## src/rtl/baud_gen_param.sv

```systemverilog
// Oversampling baud-rate generator: a divisor chosen from a baud table or a custom value
// produces sample ticks, plus bit-centre and bit-end pulses derived from a sample index.
module baud_gen_param #(
  parameter int unsigned CLK_HZ     = 50000000,
  parameter int unsigned OVERSAMPLE = 16,
  parameter int unsigned DIV_W      = 16
) (
  input  logic             clk,
  input  logic             reset,
  input  logic             enable,
  input  logic             resync,
  input  logic [2:0]       baud_select,
  input  logic             use_custom,
  input  logic [DIV_W-1:0] div_custom,
  output logic             sample_ENABLE,
  output logic             mid_ENABLE,
  output logic             bit_ENABLE,
  output logic [DIV_W-1:0] div_active
);

  localparam int unsigned IDX_W = (OVERSAMPLE > 1) ? $clog2(OVERSAMPLE) : 1;
  localparam logic [IDX_W-1:0] IDX_MID  = IDX_W'(OVERSAMPLE / 2 - 1);
  localparam logic [IDX_W-1:0] IDX_LAST = IDX_W'(OVERSAMPLE - 1);
  localparam logic [DIV_W-1:0] DIV_MIN  = DIV_W'(2);

  // Rounded clk cycles per sample tick for a given baud rate.
  function automatic logic [DIV_W-1:0] calc_div(input longint unsigned baud);
    longint unsigned den;
    den = 64'(OVERSAMPLE) * baud;
    return DIV_W'((64'(CLK_HZ) + den / 64'd2) / den);
  endfunction

  localparam logic [DIV_W-1:0] DIV_TBL [0:7] = '{
    calc_div(64'd300),   calc_div(64'd1200),  calc_div(64'd4800),  calc_div(64'd9600),
    calc_div(64'd19200), calc_div(64'd38400), calc_div(64'd57600), calc_div(64'd115200)
  };

  logic [DIV_W-1:0] div_raw;
  logic [DIV_W-1:0] div_req;
  logic [DIV_W-1:0] cnt;
  logic [IDX_W-1:0] idx;
  logic             wrap;

  always_comb begin
    div_raw = use_custom ? div_custom : DIV_TBL[baud_select];
    div_req = (div_raw < DIV_MIN) ? DIV_MIN : div_raw;
    wrap    = (cnt == div_active - DIV_W'(1));
  end

  // Divisor only reloads at a period boundary, so a rate change never splits a tick.
  always_ff @(posedge clk or negedge reset) begin
    if (!reset) begin
      cnt           <= '0;
      idx           <= '0;
      sample_ENABLE <= 1'b0;
      mid_ENABLE    <= 1'b0;
      bit_ENABLE    <= 1'b0;
      div_active    <= DIV_TBL[0];
    end else begin
      sample_ENABLE <= 1'b0;
      mid_ENABLE    <= 1'b0;
      bit_ENABLE    <= 1'b0;
      if (!enable || resync) begin
        cnt        <= '0;
        idx        <= '0;
        div_active <= div_req;
      end else if (wrap) begin
        cnt           <= '0;
        idx           <= idx + IDX_W'(1);
        div_active    <= div_req;
        sample_ENABLE <= 1'b1;
        mid_ENABLE    <= (idx == IDX_MID);
        bit_ENABLE    <= (idx == IDX_LAST);
      end else begin
        cnt <= cnt + DIV_W'(1);
      end
    end
  end

endmodule

```

## config.mk

```make
export PLATFORM = sky130hd
export DESIGN_NAME = baud_gen_param
export DESIGN_NICKNAME = d
export VERILOG_FILES = /design/src/rtl/baud_gen_param.sv
export SDC_FILE = /design/constraint.sdc
export NUM_CORES = 1
export LEC_CHECK = 0
export BUFFER_PORTS_ARGS = -buffer_cell sky130_fd_sc_hd__clkbuf_2
export CORE_ASPECT_RATIO = 2
export CORE_MARGIN = 4
export CORE_UTILIZATION = 40
export CTS_CLUSTER_DIAMETER = 150
export DETAILED_ROUTE_END_ITERATION = 10
export GPL_ROUTABILITY_DRIVEN = 0
export PLACE_DENSITY = 0.7
export SYNTH_ARGS = -nofsm -noshare
export SYNTH_HDL_FRONTEND = slang
export SYNTH_SLANG_ARGS = --single-unit
```

## constraint.sdc

```tcl
create_clock -name clk -period 3.35 [get_ports clk]
set_clock_uncertainty 0.15 [all_clocks]
set_input_delay 0.335 -clock clk [delete_from_list [all_inputs] [get_ports clk]]
set_output_delay 0.335 -clock clk [all_outputs]
set_load 0.01 [all_outputs]
```

==> results of run 1 <==
[sequential cells by signal, indices dropped and copies added, names as in the netlist]
register	count
cnt	16
div_active	16
idx	4
bit_ENABLE	1
mid_ENABLE	1
sample_ENABLE	1
[area by class of cell]
class / instances / area, µm²
fillers: 625 / 3240
multi-input cells: 227 / 1510
flip-flops and latches: 39 / 983
repair buffers: 50 / 283
clock buffers: 6 / 139
well taps: 86 / 108
inverters: 16 / 60.1
clock inverters: 2 / 35.0
[path summary, 6_finish.rpt]
check | start | to | slack (ns) | cells past startpoint
max in group asynchronous | reset | div_active[9]$_DFFE_PN0P_ | 2.37 | 1
min in group clk | div_custom[10] | div_active[10]$_DFFE_PN0P_ | 0.14 | 3
max reg2reg | div_active[0]$_DFFE_PN1P_ | div_active[6]$_DFFE_PN0P_ | 0.22 | 10
min | reset | sample_ENABLE$_DFF_PN0_ | 0.06 | 1
min reg2reg | idx[3]$_DFFE_PN0P_ | mid_ENABLE$_DFF_PN0_ | 0.31 | 1
max | div_active[0]$_DFFE_PN1P_ | div_active[6]$_DFFE_PN0P_ | 0.22 | 10
[worst reg2reg max path, cell delays in order (launching register included)]
cell	delay [ns]
dfstp_2	0.39
inv_1	0.09
ha_1	0.21
nor2b_1	0.24
nand4b_1	0.20
or4_1	0.55
o211ai_1	0.16
nor4b_4	0.26
nand2b_1	0.23
buf_12	0.19
mux2_1	0.34
[power by group through the flow]
| stage | clock [mW] | combinational (mW) | sequential, mW |
|---|---|---|---|
| 3_5_place_dp | 0 | 0.238 | 0.554 |
| 2_1_floorplan | 0 | 0.147 | 0.547 |
| 3_3_place_gp | 0 | 0.236 | 0.552 |
| 6_report | 0.563 | 0.239 | 0.548 |
| 4_1_cts | 0.567 | 0.240 | 0.546 |
| 5_1_grt | 0.583 | 0.267 | 0.551 |
[layout by cell type (no fill, tap or decap), drive strengths merged, types with 3 or more instances in the layout]
master	Yosys	routed
mux2i	10	10
mux2	10	10
dfstp	6	6
xor2	16	16
nor2b	5	5
nand2b	8	8
nor3	9	9
dfrtp	33	33
or4	4	4
a21oi	10	10
and3	4	4
nand4	3	3
buf	5	8
nand3	12	12
xnor2	10	10
or3	3	3
clkbuf	7	48
inv	16	16
nor2	30	30
ha	8	8
o21ai	19	19
nand2	32	32
[kinds of logic (layout without fill, tap and decap cells)]
kind of cell	after synthesis	count (layout)	share of synthesized area, %
and+or+nand+nor	120	120	23.9
AOI/OAI and AO/OA	53	53	12.8
DFF	39	39	37.3
buffers and inverters	28	74	5.46
xor gates and xnor gates	26	26	8.64
muxes	20	20	8.07
adders and majority gates	8	8	3.80
[metrics by stage]
stage               utilization [%]  setup WS (ns)  hold WS, ns
global route                   49.0         0.0569        0.152
global placement               46.3          0.313        0.294
CTS                            49.0          0.216       0.0887
detailed placement             46.3          0.236        0.304
floorplan                         -          0.175       -0.111
finish                         49.0          0.219       0.0577
[layer usage]
metal  routed length [µm]  part of all wire, %
met5                    0                    0
met2                 3740                   55
met4                  325                  4.8
met1                 2360                   35
met3                  327                  4.8
==> impl_results.md, run 1 <==
- CP cell instances: inv_1, ha_1, nor2b_1, nand4b_1, or4_1, o211ai_1, nor4b_4, nand2b_1, buf_12, mux2_1
- Combinational Power Share: between 15 and 20%
- Drc violations: 0
- Fin crit period: ~3.1 ns
- Clock Power Share: roughly two fifths
- Crit path max fanout: 18
- Starting Density: between 40 and 50%
- Sw Share: about 28%
- Power Total: around 1.3 mW
- Overflow left after global routing: 0
- First-pass GRT wire length: about 11 mm
- Synth Register Bits: 39
- Met2 Use GR: 33.5%
- Non-filler instance count after layout: around 430
- Initial DRC Count: between 90 and 100
- Critical Path Source Type: flop
- Sequential power share: between 40 and 50%
- Layout area overhead: 18.2%
- Cts hold-fix bufs: 0
- # diodes: 0
- Routed len/inst: 15.9 µm
- CTS tree: built
- Core Box Area: 6360 µm²
- Synth top area cells: dfrtp_1 31%, dfstp_2 6.0%, xor2_1 5.3%
- Slowest stage cell, crit path: or4_1
- Post-CTS setup buffers: 0
- Post-route cell area: just over 3000 µm²
- Synthesized area: 2640 µm²
- Dpl hpwl: between 5 and 6 mm
- Leak pwr: ~1.4 nW
- Syn nets: roughly 330
- Worst path max stage delay: approximately 0.55 ns
- Syn_area_per_cell: 8.97 µm²
- Placed standard-cell area: a little under 3000 µm²
- Busiest grt layer: met2
- Clock Sinks: 39
- Routed Antenna Nets: 0
- Cells after Synth: roughly 290
- Final #Nets: between 300 and 400
- CP Capture Type: flop
- Cell Int Power: about 970 µW
- Type of the most critical hold path: input pin to asynchronous set/reset pin
- Vias in the first global route: ~2.4k
- Number of hold violations in the final report: 0
- Fraction of layout cells with a size suffix above 1: about a fifth
- Synth Warn #: 0
- Slew Limit Fails: 0
- DIE HEIGHT: ~120 µm
- Num rows: 41
- Initial antenna violation count: 0
- Root buffer cell: clkbuf_16
- Met3 usage: 3.57%
- Largest net degree at the start of global routing: 40
- RSZ-0062 raised after global routing: no
- Worst rel slew slack: approximately a third
- Peak supply drop: 0.000306 V
- Yosys cell types: 53
- Clk buf depth: 2
- Final WL: ~6.8 mm
- Arrival @ worst endpoint: 3.14 ns
- Vias: about 2.4k
- Final period util: 93.5%
- Run status: finished clean
- Port-buffer cells: 42
- Setup CP Type: flop to flop
- Clk slew on worst S/H paths: 0.06 ns
- Die Width: between 60 and 70 µm
- Top cell type's share of synthesized area: about 31%
- Number of synthesized flops with an enable pin: 0
- CP top delay family: simple AND/OR/NAND/NOR gates
- Pwr Density: 433 nW/µm²
- Max H-tree Level: 2
- CTS resizes: 0
- Final TNS setup: 0 ns
- Clock latency on the worst-skew pair: between 0.2 and 0.3 ns
- Share of the yosys chip area belonging to registers: about 37%
- First-pass DRT Iterations: 5
- Placed insts: about 420
- Final Setup Violations: 0
- Post-synth top area cell: dfrtp_1
- Count leader, synth: dfrtp_1
- CTS Buf Count: 5
- Post-synth top flop: dfrtp_1
- Vias per inst: around 5.5
- Max-cap viol count: 0
- Async SR Flop Fraction: between 90% and 100%
- Fmax achieved: ~320 MHz
- Switching power: about 380 µW
- Io pins: 43
- Slew @ Worst Pin: about 1.0 ns
- Total GRT Usage: 18.2%
- WP data required: ~3.4 ns
- Die area: between 8000 and 9000 µm²
- Worst path bufs/invs: 2
- Commonest cells in the synthesized netlist: 33 x dfrtp_1, 32 x nand2_1, 30 x nor2_1
- Met1 usage: a little under a fifth
Note: power is estimated with default switching activity, not from simulation.
==> inputs of run 2 (changes only) <==
Settings changed: CORE_UTILIZATION 40 to 35, PLACE_DENSITY 0.7 to 0.64.
==> impl_results.md, run 2 (synthesis results as in run 1) <==
- Post-CTS setup buffers: 0
- Starting Density: between 30% and 40%
- Clk buf depth: 2
- Layout area overhead: 16.8%
- CTS Buf Count: 5
- Sw Share: between 20% and 30%
- Final Setup Violations: 0
- Arrival @ worst endpoint: approximately 3.2 ns
- Root buffer cell: clkbuf_16
- DIE HEIGHT: approximately 130 µm
- Final WS setup: ~0.18 ns
- Slew Limit Fails: 0
- Slew @ Worst Pin: ~0.96 ns
- Final WL: approximately 6.6 mm
- Peak supply drop: just over 0.0002 V
- Max-cap viol count: 0
- Cell Int Power: ~880 µW
- Vias per inst: around 5.2
- Final #Nets: 370
- Largest net degree at the start of global routing: 40
- RSZ-0062 raised after global routing: no
- Setup CP Type: flop to flop
- Final period util: 94.6%
- Fin crit period: about 3.2 ns
- Die Width: 69.4 µm
- Vias: ~2.3k
- Num rows: 44
- Hold_ws: roughly 0.048 ns
- Switching power: about 360 µW
- Total GRT Usage: around 15%
- Overflow left after global routing: 0
- CP Capture Type: flop
- Number of hold violations in the final report: 0
- # diodes: 0
- Placed standard-cell area: approximately 2900 µm²
- CTS resizes: 0
- Critical Path Source Type: flop
- Largest registers: cnt: 16 flops, div_active: 16 flops, idx: 4 flops
- Initial DRC Count: 65
- Sequential power share: about 44%
- First-pass DRT Iterations: 6
- First-pass GRT wire length: 10.8 mm
- Vias in the first global route: 2,311
- Crit path max fanout: 24
- Run status: finished clean
- Leak pwr: 1.42 nW
- Max H-tree Level: 2
- Combinational Power Share: between 10% and 20%
- Fraction of layout cells with a size suffix above 1: around a fifth
- Most frequent cells in the layout: 42 x clkbuf_2, 33 x dfrtp_1, 32 x nand2_1
- Drc violations: 0
- Io pins: between 40 and 50
- Core Box Area: 7320 µm²
- Port-buffer cells: 42
- WP data required: between 3 and 4 ns
- Pre-CTS WS: slightly below 0.2 ns
- Dpl hpwl: between 5 and 6 mm
- Clock Sinks: 39
- CTS tree: built
- Finished Core Util: between 40% and 50%
- Pwr Density: approximately 400 nW/µm²
- Post-route cell area: about 3100 µm²
- Final TNS setup: 0 ns
- Initial antenna violation count: 0
- Clk slew on worst S/H paths: approximately 0.050 ns
- Clock latency on the worst-skew pair: 0.28 ns
- Cts hold-fix bufs: 0
- Fmax achieved: roughly 320 MHz
- Most common library cell in the layout ignoring fill and taps: clkbuf_2
- Routed len/inst: roughly 15 µm
- Routed Antenna Nets: 0
- Clock Power Share: between 30 and 40%
- Die area: 9070 µm²
- Type of the most critical hold path: input pin to asynchronous set/reset pin
- Worst rel slew slack: a little over a third
-- run 2: cell types whose count changed in the layout (fill, tap and decap cells not counted), sizes merged --
cell | previous run | this run
bufinv | 1 | 0
clkbuf | 48 | 49
buf | 8 | 7
-- run 2: metal layers --
layer | vias to the layer above | global-route usage [%] | routed length [µm]
met1 | 1085 | 13.8 | 2240
met4 | 0 | 9.55 | 307
met5 | - | 0 | 0
met2 | 45 | 31.0 | 3870
li1 | 1108 | - | -
met3 | 17 | 1.76 | 188
-- run 2: power groups by stage --
stage / clock, mW / sequential [mW] / combinational [mW]
4_1_cts: 0.467 / 0.544 / 0.241
6_report: 0.453 / 0.544 / 0.237
5_1_grt: 0.483 / 0.550 / 0.265
3_3_place_gp: 0 / 0.550 / 0.237
2_1_floorplan: 0 / 0.547 / 0.147
3_5_place_dp: 0 / 0.552 / 0.240
-- run 2: final timing paths --
| check | from | to | slack, ns | cells after the start |
|---|---|---|---|---|
| worst max-delay path | div_active[0]$_DFFE_PN1P_ | div_active[2]$_DFFE_PN0P_ | 0.18 | 10 |
| worst max register to register | div_active[0]$_DFFE_PN1P_ | div_active[2]$_DFFE_PN0P_ | 0.18 | 10 |
| worst min register to register | idx[3]$_DFFE_PN0P_ | mid_ENABLE$_DFF_PN0_ | 0.31 | 1 |
| min in group clk | div_custom[10] | div_active[10]$_DFFE_PN0P_ | 0.15 | 3 |
| worst min-delay path | reset | cnt[14]$_DFF_PN0_ | 0.05 | 1 |
| max in group asynchronous | reset | idx[0]$_DFFE_PN0P_ | 2.41 | 1 |
-- run 2: metrics by stage --
stage	power (mW)	std cells
detailed placement	0.792	423
finish	1.23	431
global route	1.30	431
floorplan	0.695	294
CTS	1.25	431
global placement	0.787	423
-- run 2: worst max-delay path, stage by stage, from the launching register on --
cell       delay (ns)
dfstp_2          0.57
inv_1            0.07
ha_1             0.30
xor2_1           0.15
nand2_1          0.07
a2111oi_0        0.41
o311ai_1         0.25
nor4b_4          0.33
nand2b_1         0.21
buf_12           0.20
mux2_1           0.33
-- run 2: area by class of cell --
type / count / area (µm²)
timing repair buffer: 49 / 275
sequential: 39 / 983
clock inverter: 1 / 5.00
tap: 92 / 115
multi-input combinational: 227 / 1510
inverter: 16 / 60.1
fill: 735 / 4240
clock buffer: 7 / 133
